### config.mk
export PLATFORM = sky130hd
export DESIGN_NAME = time_digit_loader
export DESIGN_NICKNAME = d
export VERILOG_FILES = /design/src/rtl/time_digit_loader_pkg.sv /design/src/rtl/time_digit_loader.sv
export SDC_FILE = /design/constraint.sdc
export NUM_CORES = 1
export LEC_CHECK = 0
export ABC_AREA = 1
export CAP_MARGIN = 20
export CORE_MARGIN = 3
export CORE_UTILIZATION = 55
export DETAILED_ROUTE_END_ITERATION = 10
export PLACE_DENSITY = 0.93
export SYNTH_ARGS = -nofsm -noshare
export SYNTH_HDL_FRONTEND = slang
export SYNTH_SLANG_ARGS = --single-unit
### constraint.sdc
create_clock -name clk -period 3.86 [get_ports clk]
set_clock_uncertainty 0.15 [all_clocks]
set_input_delay 0.965 -clock clk [delete_from_list [all_inputs] [get_ports clk]]
set_output_delay 0.965 -clock clk [all_outputs]
set_load 0.1 [all_outputs]
### src/rtl/time_digit_loader_pkg.sv
// rtl/time_digit_loader_pkg.sv - shared timer constants, state enum and x10 helper
package time_digit_loader_pkg;

  localparam int BCD_W = 4;
  localparam int TIME_W = 6;
  localparam int ACC_W = 7;
  localparam logic [BCD_W-1:0] BCD_MAX = 4'd9;
  localparam logic [BCD_W-1:0] SEC_TENS_MAX = 4'd5;

  typedef enum logic [2:0] {
    IDLE,
    CHECK,
    S_TENS,
    S_ONES,
    M_TENS,
    M_ONES,
    COMMIT,
    FAIL
  } state_t;

  // digit * 10 as (d << 3) + (d << 1)
  function automatic logic [ACC_W-1:0] times_ten(input logic [BCD_W-1:0] d);
    logic [ACC_W-1:0] w;
    w = {{(ACC_W-BCD_W){1'b0}}, d};
    return (w << 3) + (w << 1);
  endfunction

endpackage

### src/rtl/time_digit_loader.sv
// rtl/time_digit_loader.sv - range-checked sequential BCD mm:ss to binary preset loader
module time_digit_loader
  import time_digit_loader_pkg::*;
#(
  parameter int MIN_TENS_MAX = 5
) (
  input  logic              clk,
  input  logic              reset,
  input  logic              start,
  input  logic [BCD_W-1:0]  ones,
  input  logic [BCD_W-1:0]  tens,
  input  logic [BCD_W-1:0]  hundreds,
  input  logic [BCD_W-1:0]  thousands,
  output logic              busy,
  output logic              done,
  output logic              error,
  output logic [TIME_W-1:0] seconds,
  output logic [TIME_W-1:0] minutes
);

  localparam logic [BCD_W-1:0] MIN_TENS_LIM = BCD_W'(MIN_TENS_MAX);

  state_t state, state_next;
  logic [BCD_W-1:0] ones_q, tens_q, hundreds_q, thousands_q;
  logic [ACC_W-1:0] acc, sec_stage, min_stage, min_sum;
  logic illegal;
  logic unused_stage;

  always_ff @(posedge clk or posedge reset) begin
    if (reset) state <= IDLE;
    else       state <= state_next;
  end

  assign illegal = (ones_q > BCD_MAX) || (tens_q > SEC_TENS_MAX) ||
                   (hundreds_q > BCD_MAX) || (thousands_q > MIN_TENS_LIM);

  always_comb begin
    state_next = state;
    unique case (state)
      IDLE:    if (start) state_next = CHECK;
      CHECK:   state_next = illegal ? FAIL : S_TENS;
      S_TENS:  state_next = S_ONES;
      S_ONES:  state_next = M_TENS;
      M_TENS:  state_next = M_ONES;
      M_ONES:  state_next = COMMIT;
      COMMIT:  state_next = IDLE;
      FAIL:    state_next = IDLE;
      default: state_next = IDLE;
    endcase
  end

  always_comb begin
    busy = (state != IDLE);
  end

  // minutes is committed on the same edge that finishes its sum, so it bypasses min_stage
  assign min_sum = acc + {{(ACC_W-BCD_W){1'b0}}, hundreds_q};
  assign unused_stage = ^{sec_stage[ACC_W-1], min_stage};

  always_ff @(posedge clk or posedge reset) begin
    if (reset) begin
      ones_q      <= '0;
      tens_q      <= '0;
      hundreds_q  <= '0;
      thousands_q <= '0;
      acc         <= '0;
      sec_stage   <= '0;
      min_stage   <= '0;
      seconds     <= '0;
      minutes     <= '0;
      done        <= 1'b0;
      error       <= 1'b0;
    end else begin
      done  <= (state_next == COMMIT) || (state_next == FAIL);
      error <= (state_next == FAIL);
      case (state)
        IDLE: if (start) begin
          ones_q      <= ones;
          tens_q      <= tens;
          hundreds_q  <= hundreds;
          thousands_q <= thousands;
        end
        S_TENS: acc <= times_ten(tens_q);
        S_ONES: sec_stage <= acc + {{(ACC_W-BCD_W){1'b0}}, ones_q};
        M_TENS: acc <= times_ten(thousands_q);
        M_ONES: begin
          min_stage <= min_sum;
          seconds   <= sec_stage[TIME_W-1:0];
          minutes   <= min_sum[TIME_W-1:0];
        end
        default: ;
      endcase
    end
  end

endmodule

======== After elaboration in Yosys (flattened, before gate mapping) ========
Cells that the tools add are included.
word-level totals
  register bits after elaboration ......... 45
  input bits .............................. 19
  output and inout bits ................... 15
  word-level logic and storage cells ...... 41
cells by class
  add/sub/neg operators ................... 4
  magnitude comparators ................... 4
  equal/unequal tests ..................... 9
  muxes and demuxes ....................... 4
  reductions and logical operators ........ 9
operators with widths
  operator            count
  $pmux 3 s7          1
  $eq 3x3->1 const B  6
  $add 6x4->6         2
  $add 6x5->6         2
  $pmux 6 s2          1
  $gt 4x3->1 const B  2
  $gt 4x4->1 const B  2
  $eq 3x2->1 const B  2
  $mux 3              2
  $logic_or 1x1->1    4
  $eq 3x1->1 const B  1
  $logic_not 3->1     1
  $reduce_bool 3->1   1
  $reduce_and 2->1    1
  $reduce_bool 2->1   1
  $reduce_or 2->1     1

======== Logic depth before layout (Yosys ltp) ========
Gate-level depths: netlist (run 1).
  depth in word-level cells ............... 8
  gate-level depth with buffers ........... 10
  gate-level depth less buffers ........... 10

======== Worst setup path after synthesis (run 1) ========
OpenSTA, ideal clock, no wires.
  path kind ............................... register to output
  start ................................... reg state[0]
  end ..................................... out busy
  arrival time ............................ 1.164 ns
  data required time ...................... 2.745 ns
  slack ................................... 1.581 ns
  cell stages (with the launch flop) ...... 3
  buffers on the path ..................... 0
  cell sequence ........................... dfrtp_1 nor2_1 nand2_1
between the ends
  longest elaborated chain between the ends .. 1
ends and longest elaborated chain
  what                    RTL line                 RTL
  start, declared         time_digit_loader.sv:23  state_t state, state_next;
  start signal, assigned  time_digit_loader.sv:31  else state <= state_next;
  $reduce_bool 3->1       time_digit_loader.sv:53  busy = (state != IDLE);
  end, declared           time_digit_loader.sv:14  output logic busy,
No other way between the ends.

======== Worst setup path after layout (run 1) ========
  start ................................... reg minutes[4]
  end ..................................... out minutes[4]
RTL lines
  what                    RTL line                 RTL
  start, declared         time_digit_loader.sv:18  output logic [TIME_W-1:0] minutes
  start signal, assigned  time_digit_loader.sv:89  minutes <= min_sum[TIME_W-1:0];
No word-level cell between the ends.

==> flow_summary.yaml, run 1 <==
placed_design:
  detailedPlacementHpwl_um: 3060
  io_buffers: 33
  global_placer_s_final_weighted_congestion: 0.863
  placed_area_um2: 2460
  dpl.cell_count: 316
worst_setup_path:
  worst_setup_path_type: "flip-flop to primary output"
  cp_cell_sequence: "clkdlybuf4s50_1"
  timing.critical_path.from_type: "flip-flop"
  critPathCaptureType: "primary output"
  critPathRequiredTime_ns: 2.74
  critPathTopFamily: "buffers and inverters"
  critPathSlowestCell: "sky130_fd_sc_hd__clkdlybuf4s50_1"
  cpPeakStageDelay_ns: 1.13
  cp.arrival_ns: 1.80
  cp_num_buf_inv: 1
  path_max_fanout: 2
timing:
  slew_headroom: 0.352
  grt_setup_unrepaired: "false"
  max_freq_mhz: 344
  hold_violations: 0
  whs_ns: 0.328
  period_minus_slack_ns: 2.91
  setup_viol_count_final: 0
  finalCritPeriodShare: 0.754
  timing_worst_slew_pin_value_ns: 0.968
  timing.setup.tns_ns: 0
  drv_slew: 0
route:
  vias: 1658
  detail_route.iter0.violations: 112
  route.final.wire_length_um: 4040
  wl_met3_um: 154
  detailroute.wirelength.met2_um: 2150
  post_drt_via_cell_ratio: 5.12
  detail_route.drc_violations: 0
  detail_route.wl_per_cell_um: 12.5
  maxUsedRoutingLayer: "met4"
  antenna_violating_nets_post_route: 0
  first_pass_iters: 4
  post_route_m1_wl_um: 1650
clock_network:
  cts_hold_buf: 0
  ctsRootBufferMaster: "sky130_fd_sc_hd__clkbuf_8"
  ctsHtreeMaxLevel: 2
  cts.sink_count: 44
  insertion_delay_ns: 0.30
  worst_setup_hold_path_clk_slew_ns: 0.09
  clock_path_buffers: 2
  cts_resized: 0
  cts_tree: "done"
  post-cts-setup-buffers: 0
  cts_buffers: 5
layout:
  layout.cells.most_common: "sky130_fd_sc_hd__nand2_1"
  post-route-cell-area_um2: 2570
  n_fill_cell: 252
  post_route_cells_drive_above_1_share: 0.0647
  mostFrequentLayoutCells: "sky130_fd_sc_hd__nand2_1 (64), sky130_fd_sc_hd__dfrtp_1 (44), sky130_fd_sc_hd__inv_1 (34)"
  antenna-diode-count: 0
  final-instance-count-excl-fill: 324
  design.final.nets: 308
  flow.area_growth_from_synthesis_pct: 22.8
floorplanning:
  core_um2: 3490
  top_level_ports: 34
  die_height_um: 67.7
  initial_utilization: 0.600
  cell_rows: 21
  die_width_um: 67.7
  die_area_um2: 4590
global_route:
  grt_max_degree: 45
  number_of_antenna_violations_at_the_first_check_in_global_routing: 0
  grt_first_pass_wirelength_um: 7060
  vias_in_the_first_global_route: 1715
  grt_overflow: 0
  grt_usage: 0.208
status:
  outcome: "finished, final reports clean"
synthesis:
  yosys.cell_types.count: 24
  postSynthRegisterBits: 44
  synth_top_area_share: 0.525
  synthesis.area_um2: 2100
  yosysSeqAreaShare: 0.525
  post_syn_instances: 240
  synth_nets: 271
  synth.top_cells.by_area: "sky130_fd_sc_hd__dfrtp_1 (53%), sky130_fd_sc_hd__nand2_1 (11%), sky130_fd_sc_hd__inv_1 (6.1%)"
  ys_warn_count: 0
  post-synth-top-area-cell: "sky130_fd_sc_hd__dfrtp_1"
  synth.avg_cell_area_um2: 8.74
min_path:
  timing.hold.worst.class: "flip-flop to flip-flop"
flow_run:
  maxCapViolations: 0
==> per-layer routing <==
layer	vias up	global-route usage
li1	830	-
met1	780	0.229
met2	38	0.384
met3	10	0.0366
met4	0	0.0987
met5	-	0
==> final timing paths <==
| check | startpoint | to | slack, ns | cells past startpoint |
|---|---|---|---|---|
| min reg2reg | seconds[0] | seconds[0] | 0.33 | 2 |
| min | seconds[0] | seconds[0] | 0.33 | 2 |
| max in group asynchronous | reset | sec_stage[4] | 2.24 | 3 |
| max | minutes[4] | minutes[4] | 0.95 | 1 |
| max reg2reg | ones_q[1] | sec_stage[5] | 2.08 | 9 |
| min in group asynchronous | reset | acc[4] | 0.95 | 3 |
==> cells in the mapped netlist (all sizes together) <==
cell / instances
dfrtp: 44
o211ai: 1
buf: 4
nand3b: 1
ha: 8
a31oi: 2
o31ai: 1
nor2: 19
fa: 4
xor2: 2
o22ai: 1
nand3: 14
a21oi: 12
inv: 36
nand2: 66
o21ai: 24
or2: 1
==> flip-flops by register name, summed over array words and instances (netlist names) <==
register,count
ones_q,4
done,1
acc,5
seconds,6
state,3
thousands_q,4
error,1
hundreds_q,4
tens_q,4
minutes,6
sec_stage,6
==> final cells by class <==
type,instances,area (µm²),share of cell area
clock inverter,3,42.5,0.0165
multi-input combinational,156,835,0.324
timing repair buffer,34,335,0.130
tap,46,57.6,0.0224
sequential,44,1100,0.428
inverter,36,135,0.0525
clock buffer,5,68.8,0.0267
==> cells by family after synthesis <==
group	synth area share
and+or+nand+nor	0.202
DFF	0.525
AOI/OAI and AO/OA	0.102
buffers and inverters	0.0770
adders and majority gates	0.0859
xor gates and xnor gates	0.00835
==> metrics by stage <==
step	util	setup WS (ns)
floorplan	-	1.58
global placement	0.705	1.30
detailed placement	0.705	1.26
CTS	0.737	0.937
global route	0.737	0.905
finish	0.737	0.950
Power of run 1 is left out: the tool's default activity adds up to more than one toggle a clock period on the data nets, which glitch-free logic cannot reach.
==> run 2, diff against run 1 <==
--- a/config.mk
+++ b/config.mk
@@ -8,9 +8,9 @@
 export ABC_AREA = 1
 export CAP_MARGIN = 20
 export CORE_MARGIN = 3
-export CORE_UTILIZATION = 55
+export CORE_UTILIZATION = 48
 export DETAILED_ROUTE_END_ITERATION = 10
-export PLACE_DENSITY = 0.93
+export PLACE_DENSITY = 0.87
 export SYNTH_ARGS = -nofsm -noshare
 export SYNTH_HDL_FRONTEND = slang
 export SYNTH_SLANG_ARGS = --single-unit
==> constraint.sdc (replaced) <==
create_clock -name clk -period 2.6 [get_ports clk]
set_clock_uncertainty 0.15 [all_clocks]
set_input_delay 0.65 -clock clk [delete_from_list [all_inputs] [get_ports clk]]
set_output_delay 0.65 -clock clk [all_outputs]
set_load 0.1 [all_outputs]
==> flow_summary.yaml, run 2 (synthesis gave the netlist of run 1 again) <==
route:
  post_drt_via_cell_ratio: 4.96
  detail_route.iter0.violations: 73
  detail_route.wl_per_cell_um: 11.7
  antenna_violating_nets_post_route: 0
  first_pass_iters: 4
  route.final.wire_length_um: 3840
  detail_route.drc_violations: 0
  vias: 1631
placed_design:
  detailedPlacementHpwl_um: 2980
  io_buffers: 33
  dpl.cell_count: 321
  global_placer_s_final_weighted_congestion: 0.826
layout:
  antenna-diode-count: 0
  biggest_registers_after_layout: "minutes: 6 flops, sec_stage: 6 flops, seconds: 6 flops"
  layout.cells.most_common: "sky130_fd_sc_hd__nand2_1"
  post_route_cells_drive_above_1_share: 0.115
  design.final.nets: 309
  flow.area_growth_from_synthesis_pct: 21.5
  final-instance-count-excl-fill: 329
  mostFrequentLayoutCells: "sky130_fd_sc_hd__nand2_1 (64), sky130_fd_sc_hd__dfrtp_1 (44), sky130_fd_sc_hd__inv_1 (34)"
worst_setup_path:
  critPathRequiredTime_ns: 1.80
  critPathCaptureType: "primary output"
  setup.reg_to_reg.worst_slack_ns: 0.90
  worst_setup_path_type: "flip-flop to primary output"
  timing.critical_path.from_type: "flip-flop"
  path_max_fanout: 4
  startpoint: "state[0]"
  crit-reg2reg-launch: "ones_q[1]"
  reg2regPathDepth: 9
  timing.critical_path.to: "busy"
  cp.arrival_ns: 1.30
  r2r_end: "sec_stage[5]"
clock_network:
  cts.sink_count: 44
  cts_buffers: 5
  cts_hold_buf: 0
  worst_setup_hold_path_clk_slew_ns: 0.08
  cts_resized: 0
  post-cts-setup-buffers: 0
  ctsHtreeMaxLevel: 2
  clock_path_buffers: 2
  insertion_delay_ns: 0.29
  cts_tree: "done"
  ctsRootBufferMaster: "sky130_fd_sc_hd__clkbuf_8"
timing:
  period_minus_slack_ns: 2.10
  timing_worst_slew_pin_value_ns: 0.528
  hold_violations: 0
  grt_setup_unrepaired: "false"
  setup_viol_count_final: 0
  slew_headroom: 0.648
  timing.setup.tns_ns: 0
  drv_slew: 0
  max_freq_mhz: 476
  finalCritPeriodShare: 0.807
global_route:
  grt_first_pass_wirelength_um: 6940
  number_of_antenna_violations_at_the_first_check_in_global_routing: 0
  grt_max_degree: 45
  grt_usage: 0.172
  vias_in_the_first_global_route: 1660
  grt_overflow: 0
floorplanning:
  cell_rows: 23
  die_area_um2: 5200
  die_width_um: 72.1
  core_um2: 4120
  top_level_ports: 34
  initial_utilization: 0.510
  die_height_um: 72.1
flow_run:
  maxCapViolations: 0
status:
  outcome: "finished, final reports clean"
min_path:
  timing.hold.worst.class: "flip-flop to flip-flop"
## run 2: cell count changes in the layout (fill, tap and decap cells not counted), sizes merged
cell,delta
clkinvlp,-1
clkbuf,+1
buf,+15
clkdlybuf4s50,-14
## run 2: layout make-up
| cell class | count | area (µm²) |
|---|---|---|
| well taps | 50 | 62.6 |
| multi-input cells | 156 | 835 |
| inverters | 36 | 135 |
| clock inverters | 2 | 35.0 |
| clock buffers | 6 | 72.6 |
| flip-flops and latches | 44 | 1100 |
| fillers | 349 | 1570 |
| repair buffers | 35 | 308 |
## run 2: worst max-delay path, cell delays in order (launching register included)
cell and delay [ns]:
sky130_fd_sc_hd__dfrtp_1 0.42, sky130_fd_sc_hd__nor2_1 0.26, sky130_fd_sc_hd__nand2_1 0.08, sky130_fd_sc_hd__buf_4 0.24
## run 2: metal layers
metal / global-route usage / part of all wire
met3: 0.0540 / 0.051
met2: 0.315 / 0.52
met5: 0 / 0
met1: 0.187 / 0.42
met4: 0.0522 / 0.014
## run 2: through the flow
step / setup slack, ns / hold slack [ns] / util / cell area (µm²)
3_5_place_dp: 0.707 / 0.315 / 0.593 / 2440
2_1_floorplan: 0.636 / 0.292 / - / 2100
3_3_place_gp: 0.740 / 0.305 / 0.593 / 2440
4_1_cts: 0.489 / 0.333 / 0.619 / 2550
6_report: 0.501 / 0.329 / 0.619 / 2550
5_1_grt: 0.427 / 0.362 / 0.619 / 2550
## run 2: worst min-delay path by stage
stage / slack, ns / endpoint / start / cells after the start
2_1_floorplan: 0.29 / sec_stage[1] / sec_stage[1] / 2
3_3_place_gp: 0.30 / seconds[2] / seconds[2] / 2
3_5_place_dp: 0.32 / sec_stage[1] / sec_stage[1] / 2
4_1_cts: 0.33 / sec_stage[1] / sec_stage[1] / 2
5_1_grt: 0.36 / seconds[0] / seconds[0] / 2
6_report: 0.33 / seconds[0] / seconds[0] / 2
Power of run 2 is left out for the same reason.
==> run 3, diff against run 2 <==
--- a/config.mk
+++ b/config.mk
@@ -8,9 +8,9 @@
 export ABC_AREA = 1
 export CAP_MARGIN = 20
 export CORE_MARGIN = 3
-export CORE_UTILIZATION = 48
+export CORE_UTILIZATION = 53
 export DETAILED_ROUTE_END_ITERATION = 10
-export PLACE_DENSITY = 0.87
+export PLACE_DENSITY = 0.9
 export SYNTH_ARGS = -nofsm -noshare
 export SYNTH_HDL_FRONTEND = slang
 export SYNTH_SLANG_ARGS = --single-unit
==> constraint.sdc (replaced) <==
create_clock -name clk -period 2 [get_ports clk]
set_clock_uncertainty 0.15 [all_clocks]
set_input_delay 0.5 -clock clk [delete_from_list [all_inputs] [get_ports clk]]
set_output_delay 0.5 -clock clk [all_outputs]
set_load 0.1 [all_outputs]
==> flow_summary.yaml, run 3 (synthesis gave the netlist of run 1 again) <==
flow_run:
  maxCapViolations: 0
worst_setup_path:
  critPathCaptureType: "primary output"
  setup.reg_to_reg.worst_slack_ns: 0.28
  cp.arrival_ns: 1.17
  reg2regPathDepth: 9
  startpoint: "state[2]"
  path_max_fanout: 5
  timing.critical_path.from_type: "flip-flop"
  critPathRequiredTime_ns: 1.35
  worst_setup_path_type: "flip-flop to primary output"
  timing.critical_path.to: "busy"
  crit-reg2reg-launch: "acc[1]"
  r2r_end: "sec_stage[5]"
timing:
  setup_viol_count_final: 0
  timing.setup.tns_ns: 0
  grt_setup_unrepaired: "false"
  drv_slew: 0
  period_minus_slack_ns: 1.82
  hold_violations: 0
  timing_worst_slew_pin_value_ns: 0.343
  slew_headroom: 0.771
  finalCritPeriodShare: 0.912
  max_freq_mhz: 548
clock_network:
  post-cts-setup-buffers: 0
  clock_path_buffers: 2
  ctsRootBufferMaster: "sky130_fd_sc_hd__clkbuf_8"
  cts_buffers: 5
  insertion_delay_ns: 0.30
  worst_setup_hold_path_clk_slew_ns: 0.08
  cts.sink_count: 44
  cts_resized: 0
  cts_tree: "done"
  cts_hold_buf: 0
  ctsHtreeMaxLevel: 2
global_route:
  number_of_antenna_violations_at_the_first_check_in_global_routing: 0
  grt_usage: 0.213
  vias_in_the_first_global_route: 1730
  grt_max_degree: 45
  grt_first_pass_wirelength_um: 7370
  grt_overflow: 0
layout:
  mostFrequentLayoutCells: "sky130_fd_sc_hd__nand2_1 (64), sky130_fd_sc_hd__dfrtp_1 (44), sky130_fd_sc_hd__inv_1 (34)"
  layout.cells.most_common: "sky130_fd_sc_hd__nand2_1"
  post_route_cells_drive_above_1_share: 0.121
  biggest_registers_after_layout: "minutes: 6 flops, sec_stage: 6 flops, seconds: 6 flops"
  design.final.nets: 310
  flow.area_growth_from_synthesis_pct: 32.2
  antenna-diode-count: 0
route:
  post_drt_via_cell_ratio: 5.21
  vias: 1710
  detail_route.wl_per_cell_um: 13.1
  detail_route.drc_violations: 0
  detailroute.wirelength.met2_um: 2280
  antenna_violating_nets_post_route: 0
  route.final.wire_length_um: 4300
  detail_route.iter0.violations: 89
  wl_met3_um: 226
  maxUsedRoutingLayer: "met4"
  first_pass_iters: 4
  post_route_m1_wl_um: 1650
placed_design:
  detailedPlacementHpwl_um: 3120
  global_placer_s_final_weighted_congestion: 0.851
  io_buffers: 33
status:
  outcome: "finished, final reports clean"
floorplanning:
  die_area_um2: 4750
  top_level_ports: 34
  cell_rows: 22
  initial_utilization: 0.560
  die_width_um: 68.9
  core_um2: 3740
  die_height_um: 68.9
min_path:
  timing.hold.worst.class: "flip-flop to flip-flop"
run 3: changes by cell type in the layout (fill, tap and decap cells not counted):
cell                       delta
sky130_fd_sc_hd__buf_4       -15
sky130_fd_sc_hd__clkinv_2     -1
sky130_fd_sc_hd__clkbuf_8     +2
sky130_fd_sc_hd__buf_12      +16
sky130_fd_sc_hd__clkbuf_1     -1
run 3: worst min-delay path by stage:
stage,startpoint,end,slack [ns],depth (start not counted)
finish,sec_stage[1],sec_stage[1],0.34,2
global route,sec_stage[1],sec_stage[1],0.37,2
CTS,sec_stage[1],sec_stage[1],0.35,2
detailed placement,sec_stage[1],sec_stage[1],0.33,2
global placement,sec_stage[1],sec_stage[1],0.31,2
floorplan,sec_stage[1],sec_stage[1],0.29,2
run 3: area by class of cell:
| class | instances | area (µm²) |
|---|---|---|
| Clock buffer | 7 | 96.3 |
| Clock inverter | 1 | 30.0 |
| Fill cell | 268 | 971 |
| Multi-Input combinational cell | 156 | 835 |
| Timing Repair Buffer | 36 | 515 |
| Inverter | 36 | 135 |
| Tap cell | 48 | 60.1 |
| Sequential cell | 44 | 1100 |
run 3: routing by layer:
metal | track usage | up-vias
met5 | 0 | -
met4 | 0.0925 | 0
met3 | 0.0583 | 21
met2 | 0.387 | 53
met1 | 0.230 | 801
li1 | - | 835
run 3: critical path: stages, from the launching register on:
cell                      delay, ns
sky130_fd_sc_hd__dfrtp_1       0.45
sky130_fd_sc_hd__inv_2         0.14
sky130_fd_sc_hd__nand2_1       0.11
sky130_fd_sc_hd__buf_12        0.18
run 3: stage by stage:
step	setup slack, ns	hold WS [ns]	utilization	cells	area (µm²)
floorplan	0.186	0.292	-	240	2100
global placement	0.308	0.309	0.707	320	2650
detailed placement	0.264	0.328	0.707	320	2650
CTS	0.182	0.349	0.741	328	2770
global route	0.0832	0.368	0.741	328	2770
finish	0.176	0.345	0.741	328	2770
Power of run 3 is left out for the same reason.
